<file path="config.mk">
export PLATFORM = sky130hd
export DESIGN_NAME = imem_loader_flat
export DESIGN_NICKNAME = d
export VERILOG_FILES = /design/src/rtl/imem_loader_pkg.sv /design/src/rtl/imem_loader_if.sv /design/src/rtl/imem_loader_timer.sv /design/src/rtl/imem_loader.sv /design/src/flat_wrapper.sv
export SDC_FILE = /design/constraint.sdc
export NUM_CORES = 1
export LEC_CHECK = 0
export CAP_MARGIN = 20
export CORE_MARGIN = 5
export CORE_UTILIZATION = 55
export DETAILED_ROUTE_END_ITERATION = 6
export GPL_TIMING_DRIVEN = 0
export PLACE_DENSITY = 0.79
export SYNTH_ARGS = -nofsm -noshare
export SYNTH_HDL_FRONTEND = slang
export SYNTH_SLANG_ARGS = --single-unit
</file>
<file path="constraint.sdc">
create_clock -name clk -period 2.15 [get_ports clk]
set_input_delay 0.215 -clock clk [delete_from_list [all_inputs] [get_ports clk]]
set_output_delay 0.215 -clock clk [all_outputs]
set_load 0.03 [all_outputs]
</file>
<file path="src/rtl/imem_loader_pkg.sv">
// Shared types and constants for the instruction-memory byte-stream loader.
package imem_loader_pkg;
  typedef enum logic [2:0] {
    ST_IDLE, ST_ADDR, ST_LEN, ST_DATA, ST_CHK, ST_DONE
  } imem_loader_state_t;

  localparam logic [7:0] SYNC_BYTE_DEF = 8'hA5;
  // LEN byte 0 encodes a 256-byte payload, so the remaining count needs 9 bits.
  localparam int CNT_W = 9;
endpackage

</file>
<file path="src/rtl/imem_loader_if.sv">
// Host byte stream, instruction-memory write port and loader status.
interface imem_loader_if #(parameter int ADDR_W = 8) ();
  logic              in_valid;
  logic [7:0]        in_data;
  logic              in_ready;
  logic              mem_we;
  logic [ADDR_W-1:0] mem_waddr;
  logic [7:0]        mem_wdata;
  logic              cpu_hold;
  logic              busy;
  logic              load_done;
  logic              load_err;

  modport master (
    output in_valid, in_data,
    input  in_ready, mem_we, mem_waddr, mem_wdata, cpu_hold, busy, load_done, load_err
  );
  modport slave (
    input  in_valid, in_data,
    output in_ready, mem_we, mem_waddr, mem_wdata, cpu_hold, busy, load_done, load_err
  );
endinterface

</file>
<file path="src/rtl/imem_loader_timer.sv">
// Idle-cycle counter for frame abandonment; expired flags the last idle cycle.
module imem_loader_timer #(
  parameter int TIMEOUT_CYCLES = 1024
) (
  input  logic clk,
  input  logic rst,
  input  logic clr,
  input  logic en,
  output logic expired
);
  localparam int W = $clog2(TIMEOUT_CYCLES + 1);

  logic [W-1:0] r_cnt;

  always_ff @(posedge clk or negedge rst) begin
    if (!rst)      r_cnt <= '0;
    else if (clr)  r_cnt <= '0;
    else if (en)   r_cnt <= r_cnt + W'(1);
  end

  // High during the cycle whose edge brings the count to TIMEOUT_CYCLES.
  assign expired = en && (r_cnt == W'(TIMEOUT_CYCLES - 1));
endmodule

</file>
<file path="src/rtl/imem_loader.sv">
// Framed byte-stream loader: SYNC, ADDR, LEN, data..., [CHK] into instruction memory.
// Define IMEM_LOADER_CHK_EN to expect and verify the trailing XOR checksum byte.
module imem_loader
  import imem_loader_pkg::*;
#(
  parameter int         ADDR_W         = 8,
  parameter logic [7:0] SYNC_BYTE      = SYNC_BYTE_DEF,
  parameter int         TIMEOUT_CYCLES = 1024
) (
  input  logic clk,
  input  logic rst,
  imem_loader_if.slave bus
);
  imem_loader_state_t r_state, w_next;

  logic              r_rdy_en;
  logic [ADDR_W-1:0] r_ptr;
  logic [CNT_W-1:0]  r_cnt;
  logic              r_hold, r_hold_err, r_done, r_err, r_we;
  logic [ADDR_W-1:0] r_waddr;
  logic [7:0]        r_wdata;

  logic w_ready, w_acc, w_in_frame, w_last, w_good, w_bad, w_expired, w_sync;

  assign w_ready    = r_rdy_en && (r_state != ST_DONE);
  assign w_acc      = bus.in_valid && w_ready;
  assign w_in_frame = (r_state == ST_ADDR) || (r_state == ST_LEN) ||
                      (r_state == ST_DATA) || (r_state == ST_CHK);
  assign w_sync     = (r_state == ST_IDLE) && w_acc && (bus.in_data == SYNC_BYTE);
  assign w_last     = (r_state == ST_DATA) && w_acc && (r_cnt == CNT_W'(1));

`ifdef IMEM_LOADER_CHK_EN
  logic [7:0] r_chk;
  logic       w_chk_ok;
  assign w_chk_ok = (bus.in_data == r_chk);
  assign w_good   = (r_state == ST_CHK) && w_acc && w_chk_ok;
  assign w_bad    = (r_state == ST_CHK) && w_acc && !w_chk_ok;

  always_ff @(posedge clk or negedge rst) begin
    if (!rst)                                      r_chk <= '0;
    else if (w_acc && r_state == ST_ADDR)          r_chk <= bus.in_data;
    else if (w_acc && (r_state == ST_LEN || r_state == ST_DATA))
                                                   r_chk <= r_chk ^ bus.in_data;
  end
`else
  assign w_good = w_last;
  assign w_bad  = 1'b0;
`endif

  imem_loader_timer #(.TIMEOUT_CYCLES(TIMEOUT_CYCLES)) u_timer (
    .clk     (clk),
    .rst     (rst),
    .clr     (w_acc || !w_in_frame),
    .en      (w_in_frame && !w_acc),
    .expired (w_expired)
  );

  always_ff @(posedge clk or negedge rst) begin
    if (!rst) r_state <= ST_IDLE;
    else      r_state <= w_next;
  end

  always_comb begin
    w_next = r_state;
    case (r_state)
      ST_IDLE: if (w_sync) w_next = ST_ADDR;
      ST_ADDR: if (w_acc)  w_next = ST_LEN;
      ST_LEN:  if (w_acc)  w_next = ST_DATA;
`ifdef IMEM_LOADER_CHK_EN
      ST_DATA: if (w_last) w_next = ST_CHK;
`else
      ST_DATA: if (w_last) w_next = ST_DONE;
`endif
      ST_CHK:  if (w_acc)  w_next = ST_DONE;
      ST_DONE:             w_next = ST_IDLE;
      default:             w_next = ST_IDLE;
    endcase
    if (w_expired) w_next = ST_IDLE;
  end

  always_ff @(posedge clk or negedge rst) begin
    if (!rst) begin
      r_rdy_en   <= 1'b0;
      r_ptr      <= '0;
      r_cnt      <= '0;
      r_hold     <= 1'b0;
      r_hold_err <= 1'b0;
      r_done     <= 1'b0;
      r_err      <= 1'b0;
      r_we       <= 1'b0;
      r_waddr    <= '0;
      r_wdata    <= '0;
    end else begin
      r_rdy_en <= 1'b1;
      r_we     <= 1'b0;
      r_done   <= w_good;
      r_err    <= w_bad || w_expired;
      if (w_acc) begin
        case (r_state)
          ST_ADDR: r_ptr <= ADDR_W'(bus.in_data);
          ST_LEN:  r_cnt <= (bus.in_data == 8'h00) ? CNT_W'(256) : CNT_W'(bus.in_data);
          ST_DATA: begin
            r_we    <= 1'b1;
            r_waddr <= r_ptr;
            r_wdata <= bus.in_data;
            r_ptr   <= r_ptr + ADDR_W'(1);
            r_cnt   <= r_cnt - CNT_W'(1);
          end
          default: ;
        endcase
      end
      if (w_good)                 r_hold_err <= 1'b0;
      else if (w_bad || w_expired) r_hold_err <= 1'b1;
      // Hold is released only at the end of DONE, and only if no error is pending.
      if (w_sync)                 r_hold <= 1'b1;
      else if (r_state == ST_DONE) r_hold <= r_hold_err;
    end
  end

  assign bus.in_ready  = w_ready;
  assign bus.mem_we    = r_we;
  assign bus.mem_waddr = r_waddr;
  assign bus.mem_wdata = r_wdata;
  assign bus.cpu_hold  = r_hold;
  assign bus.busy      = (r_state != ST_IDLE);
  assign bus.load_done = r_done;
  assign bus.load_err  = r_err;
endmodule
</file>
<file path="src/flat_wrapper.sv">
// flat-port wrapper written by rule: the top's interface ports become plain ports
module imem_loader_flat import imem_loader_pkg::*;
#(
  parameter int         ADDR_W         = 8,
  parameter logic [7:0] SYNC_BYTE      = SYNC_BYTE_DEF,
  parameter int         TIMEOUT_CYCLES = 1024
)
  (clk, rst, bus_in_valid, bus_in_data, bus_in_ready, bus_mem_we, bus_mem_waddr, bus_mem_wdata, bus_cpu_hold, bus_busy, bus_load_done, bus_load_err);
  imem_loader_if #(.ADDR_W(ADDR_W)) bus_i ();
  input  logic clk;
  input  logic rst;
  input wire logic [$bits(bus_i.in_valid)-1:0] bus_in_valid;
  input wire logic [$bits(bus_i.in_data)-1:0] bus_in_data;
  output wire logic [$bits(bus_i.in_ready)-1:0] bus_in_ready;
  output wire logic [$bits(bus_i.mem_we)-1:0] bus_mem_we;
  output wire logic [$bits(bus_i.mem_waddr)-1:0] bus_mem_waddr;
  output wire logic [$bits(bus_i.mem_wdata)-1:0] bus_mem_wdata;
  output wire logic [$bits(bus_i.cpu_hold)-1:0] bus_cpu_hold;
  output wire logic [$bits(bus_i.busy)-1:0] bus_busy;
  output wire logic [$bits(bus_i.load_done)-1:0] bus_load_done;
  output wire logic [$bits(bus_i.load_err)-1:0] bus_load_err;
  assign bus_i.in_valid = bus_in_valid;
  assign bus_i.in_data = bus_in_data;
  assign bus_in_ready = bus_i.in_ready;
  assign bus_mem_we = bus_i.mem_we;
  assign bus_mem_waddr = bus_i.mem_waddr;
  assign bus_mem_wdata = bus_i.mem_wdata;
  assign bus_cpu_hold = bus_i.cpu_hold;
  assign bus_busy = bus_i.busy;
  assign bus_load_done = bus_i.load_done;
  assign bus_load_err = bus_i.load_err;
  imem_loader #(.ADDR_W(ADDR_W), .SYNC_BYTE(SYNC_BYTE), .TIMEOUT_CYCLES(TIMEOUT_CYCLES)) u_core (.clk(clk), .rst(rst), .bus(bus_i));
endmodule
</file>
== After elaboration in Yosys (flattened, before gate mapping) ==
Index checks and enable logic that the tools add are counted.

* Register bits after elaboration: 53
* Output and inout port bits: 22
* Input bits: 11

* Reductions and logical operators: 26
* Muxes and demuxes: 18
* Add/sub/neg operators: 3
* Equality and inequality tests: 14

{| class="wikitable"
|+ Operators with widths
! operator !! count
|-
| $mux 11 || 2
|-
| $mux 3 || 6
|-
| $pmux 9 s2 || 1
|-
| $pmux 8 s2 || 1
|-
| $ne 3x2->1 const B || 5
|-
| $pmux 3 s5 || 1
|-
| $add 11x1->11 const B || 1
|-
| $eq 11x10->1 const B || 1
|-
| $reduce_bool 2->1 || 5
|-
| $eq 9x1->1 const B || 1
|-
| $mux 9 || 1
|-
| $sub 9x1->9 const B || 1
|-
| $add 8x1->8 const B || 1
|-
| $eq 8x8->1 const B || 1
|-
| $logic_and 1x1->1 || 8
|-
| $logic_not 8->1 || 1
|-
| $eq 3x2->1 const B || 2
|-
| $eq 3x3->1 const B || 2
|-
| $mux 1 || 6
|-
| $reduce_and 2->1 || 3
|-
| $reduce_and 5->1 || 1
|-
| $logic_or 1x1->1 || 4
|-
| $eq 3x1->1 const B || 1
|-
| $logic_not 3->1 || 1
|-
| other kinds (3) || 4
|}

== Depth between registers and ports, before layout ==
* Depth in word-level cells: 8
* Depth in mapped cells: 6

== Hierarchy ==
From an unflattened synthesis, not the netlist that was laid out.

* Cell total of the unflattened synthesis: 259
* Area, all modules: 2726.4 sq um

{| class="wikitable"
|+ Modules (own cells, without submodules)
! module !! instances !! area an instance (sq um) !! cells each
|-
| imem_loader || 1 || 2162.1 || 203
|-
| imem_loader_timer || 1 || 564.3 || 56
|}

== Least setup slack after synthesis ==
OpenSTA, ideal clock, no wires.

* Path kind: register to register
* Start: register u_core.r_state[1]
* End: register u_core.r_hold, in the netlist u_core.bus.cpu_hold
* Path buffers: 1
* Data arrival time: 1568 ps
* Library setup time: 66 ps
* Stages on the path, launching flop included: 5
* Setup slack: 516 ps
* Clock period less this slack: 1634 ps
* Cell sequence: dfrtp_1 -> buf_2 -> or3_1 -> or4_1 -> nand2_1

* Cells in the longest elaborated chain, start to end: 6

{| class="wikitable"
|+ RTL lines
! what !! RTL line !! source
|-
| start, declared || imem_loader.sv:14 || <nowiki>imem_loader_state_t r_state, w_next;</nowiki>
|-
| start signal, assigned || imem_loader.sv:60 || <nowiki>else r_state <= w_next;</nowiki>
|-
| $ne 3x3->1 || imem_loader.sv:25 || <nowiki>assign w_ready = r_rdy_en && (r_state != ST_DONE);</nowiki>
|-
| $logic_and 1x1->1 || imem_loader.sv:25 ||
|-
| $logic_and 1x1->1 || imem_loader.sv:26 || <nowiki>assign w_acc = bus.in_valid && w_ready;</nowiki>
|-
| $logic_and 1x1->1 (2 in a row) || imem_loader.sv:29 || <nowiki>assign w_sync = (r_state == ST_IDLE) && w_acc && (bus.in_data == SYNC_BYTE);</nowiki>
|-
| $mux 1 or $reduce_bool 2->1 (tied branches) || -- ||
|-
| end signal, assigned || imem_loader.sv:116 || <nowiki>else if (r_state == ST_DONE) r_hold <= r_hold_err;</nowiki>
|-
| end, declared || imem_loader.sv:19 || <nowiki>logic r_hold, r_hold_err, r_done, r_err, r_we;</nowiki>
|}

Several ways; a longest one is shown, not always the timed one.
A chain may end at the register's enable or synchronous reset.

== Worst setup path in the final report ==
* Start: register u_core.r_state[1]
* End: output bus_busy

* Cells in the longest elaborated chain, start to end: 1

{| class="wikitable"
|+ RTL lines
! what !! RTL line !! source
|-
| $reduce_bool 3->1 || imem_loader.sv:125 || <nowiki>assign bus.busy = (r_state != ST_IDLE);</nowiki>
|-
| end, declared || flat_wrapper.sv:19 || <nowiki>output wire logic [$bits(bus_i.busy)-1:0] bus_busy;</nowiki>
|}

No other way between the ends.

==> run summary <==
Outcome - finished clean
Vias per cell - 6.253
Slew Limit Headroom - 60.33%
Post-Syn Area per Cell - 10.45 um^2
Post-DP Area - 2995 um^2
Slew at the pin closest to its max-slew limit - 0.5951 ns
Max frequency - 486.7 MHz
# Post-CTS Setup Buffers - 0
Fill cells - 366
Commonest non-fill, non-tap cell in the layout - dfrtp_1
Max-slew violations - 0
Reg area - 1326 um^2
Crit path DAT - 1.84 ns
Worst Path Required - 1.93 ns
Leakage power - 1.297 nW
Post-synthesis compound-gate area fraction - 15.01%
Top-area cell type share of the netlist area - 51.16%
CTS buffer count - 5
CP Capture Type - primary output
Die height - 78.66 um
Distinct cells, synth - 50
Io pins - 33
Pin count of the biggest net entering global routing - 29
Synth Flop Type - dfrtp_1
MaxCap Viol Count - 0
Biggest area consumer among synthesized cells - dfrtp_1
Synth Area in Simple Gates - 19.21%
Post-Synth Adder-Cell Area - 1.931%
Final WS setup - 0.09535 ns
R2r worst-path depth - 5
Drt first pass iters - 4
Antenna violations before repair - 0
Port Buffers - 32
Crit share post-route - 95.57%
Final std cells w/o fill - 344
Post-place setup slack - 0.1517 ns
Final Critical Period - 2.055 ns
Multi-input gate area in the final layout - 1184 um^2
Core area - 4661 um^2
Post-synthesis mux area share - 7.336%
Placed Cells - 335
Die W - 78.66 um
Worst-case clock buffer depth - 2
Total grt overflow - 0
Via count - 2151
Slowest cell on crit path - clkdlybuf4s50_1
Final Setup Violations - 0
Root Buffer - clkbuf_8
Clock-pin slew on the worst setup and hold paths - 0.10 ns
Initial Util - 55.62%
Clk_skew - 0.01528 ns
# resized after CTS - 0
Asr flop ratio synth - 100.0%
Pwr dens - 1287 nW/um^2
Worst Hold Class - in2async
# rows - 25
Maximum vdd drop - 0.0008383 V
CP cell instances - buf_2 > or3_1 > clkdlybuf4s50_1
Number of synthesis warnings - 0
Setup CP Type - reg2out
Mapped Nets - 263
Share of layout cells above drive strength 1 - 14.48%
Hold Fails Final Rpt - 0
Xor-xnor portion of the synthesized cell area - 2.027%
Final Wtd Congestion - 0.8078
Hold buffer count at cts - 1
CP startpoint kind - register
Global-route wire length before repair - 9.508 mm
Slowest stage delay, CP - 0.62 ns
Netlist Area Pre-Place - 2592 um^2
Post-synthesis cell count - 248
Part of the Yosys area used for sequential elements - 51.16%
Most frequent cells in the layout - dfrtp_1, clkdlybuf4s50_1, nor2_1
DR WL/cell - 16.53 um
Post-Layout Inst Area - 3120 um^2
Max FO, Critical Path - 10
WL final - 5.688 mm
Nets - 304
Initial drt markers - 184
RSZ-0062 raised after global routing - no
H-tree Lvls - 2
Worst skew pair latency - 0.31 ns
Aggregate global-route resource usage - 19.45%
Area growth, synth to finish - 20.37%
CTS tree - built
Ant diodes - 0
Antenna Nets Post-Route - 0
Top cells by area, synth - dfrtp_1, mux2_2, o21ai_0
Largest family of logic cells by synthesized area - simple AND/OR/NAND/NOR gates
DP Wirelength - 4.120 mm
Die area - 6187 um^2
EDFF count, synth - 0
Number of global-route vias before repair - 2076
Clk sink count - 53
FF+latch count, synth - 53
# DRC - 0
-- sequential cells by signal, indices dropped and copies added, names as in the netlist --
name                  count
u_core.bus.cpu_hold       1
u_core.bus.load_done      1
u_core.bus.load_err       1
u_core.bus.mem_waddr      8
u_core.bus.mem_wdata      8
u_core.bus.mem_we         1
u_core.r_cnt              9
u_core.r_hold_err         1
u_core.r_ptr              8
u_core.r_rdy_en           1
u_core.r_state            3
u_core.u_timer.r_cnt     11
-- stage by stage --
stage	hold slack [ns]	TNS (ns)	total power, mW	utilization, %
after floorplan	-0.08059	0	2.708	-
after global placement	0.4740	-36.58	3.253	63.95
after CTS	0.4547	0	4.033	66.95
after detailed placement	0.2555	0	3.339	64.27
final	0.4438	0	4.017	66.95
after global routing	0.4820	0	4.277	66.95
-- area by class of cell --
class | count | share of cell area (%)
Sequential cell | 53 | 42.50
Tap cell | 54 | 2.165
Clock inverter | 3 | 1.484
Timing Repair Buffer | 34 | 11.07
Multi-Input combinational cell | 177 | 37.93
Clock buffer | 5 | 2.205
Buffer | 12 | 1.925
Inverter | 6 | 0.7217
-- critical path: cells and delay by family, from the launching register on --
kind                   cells  cell delay, ns
flip-flops                 1            0.38
buffers and inverters      2            0.79
AND/OR/NAND/NOR            1            0.37
-- cells in the mapped netlist, types with 4 or more instances --
library cell,count
a31oi_1,4
nand2_1,19
xnor2_1,4
buf_2,6
a21oi_1,16
nand4_1,4
ha_1,4
mux2_2,16
o21ai_0,19
nor3_1,7
clkbuf_1,4
inv_1,6
dfrtp_1,53
or3_1,4
nand3_1,8
nor2_1,23
-- final timing paths --
kind	end	slack, ns	from
worst max register to register	u_core.bus.mem_wdata[2]	0.37	u_core.r_state[0]
max in group asynchronous	u_core.bus.mem_waddr[2]	1.15	rst
min in group clk	u_core.u_timer.r_cnt[0]	0.50	u_core.u_timer.r_cnt[0]
worst min register to register	u_core.u_timer.r_cnt[0]	0.50	u_core.u_timer.r_cnt[0]
worst max-delay path	bus_busy	0.1	u_core.r_state[1]
worst min-delay path	u_core.r_ptr[2]	0.44	rst
-- routing by layer --
| layer | vias up | global-route usage [%] | wire length (um) |
|---|---|---|---|
| met4 | 0 | 8.392 | 104 |
| met2 | 79 | 32.85 | 2848 |
| li1 | 982 | - | - |
| met5 | - | 0 | 0 |
| met3 | 10 | 4.358 | 290 |
| met1 | 1080 | 23.81 | 2445 |
-- report_power, final --
part	switching, mW	internal [mW]	total (mW)
registers	0.278	1.32	1.60
logic	1.01	0.727	1.74
clock network	0.329	0.349	0.678
-- cell families (layout without fill, tap and decap cells) --
family,Yosys count,in the layout
multiplexers,17,17
flip-flops,53,53
AO/OA/AOI/OAI,62,62
AND/OR/NAND/NOR,87,87
XOR/XNOR,6,6
other,1,1
buffers and inverters,18,60
adder cells (fa/ha/maj),4,4
(Power assumes the default switching activity.)
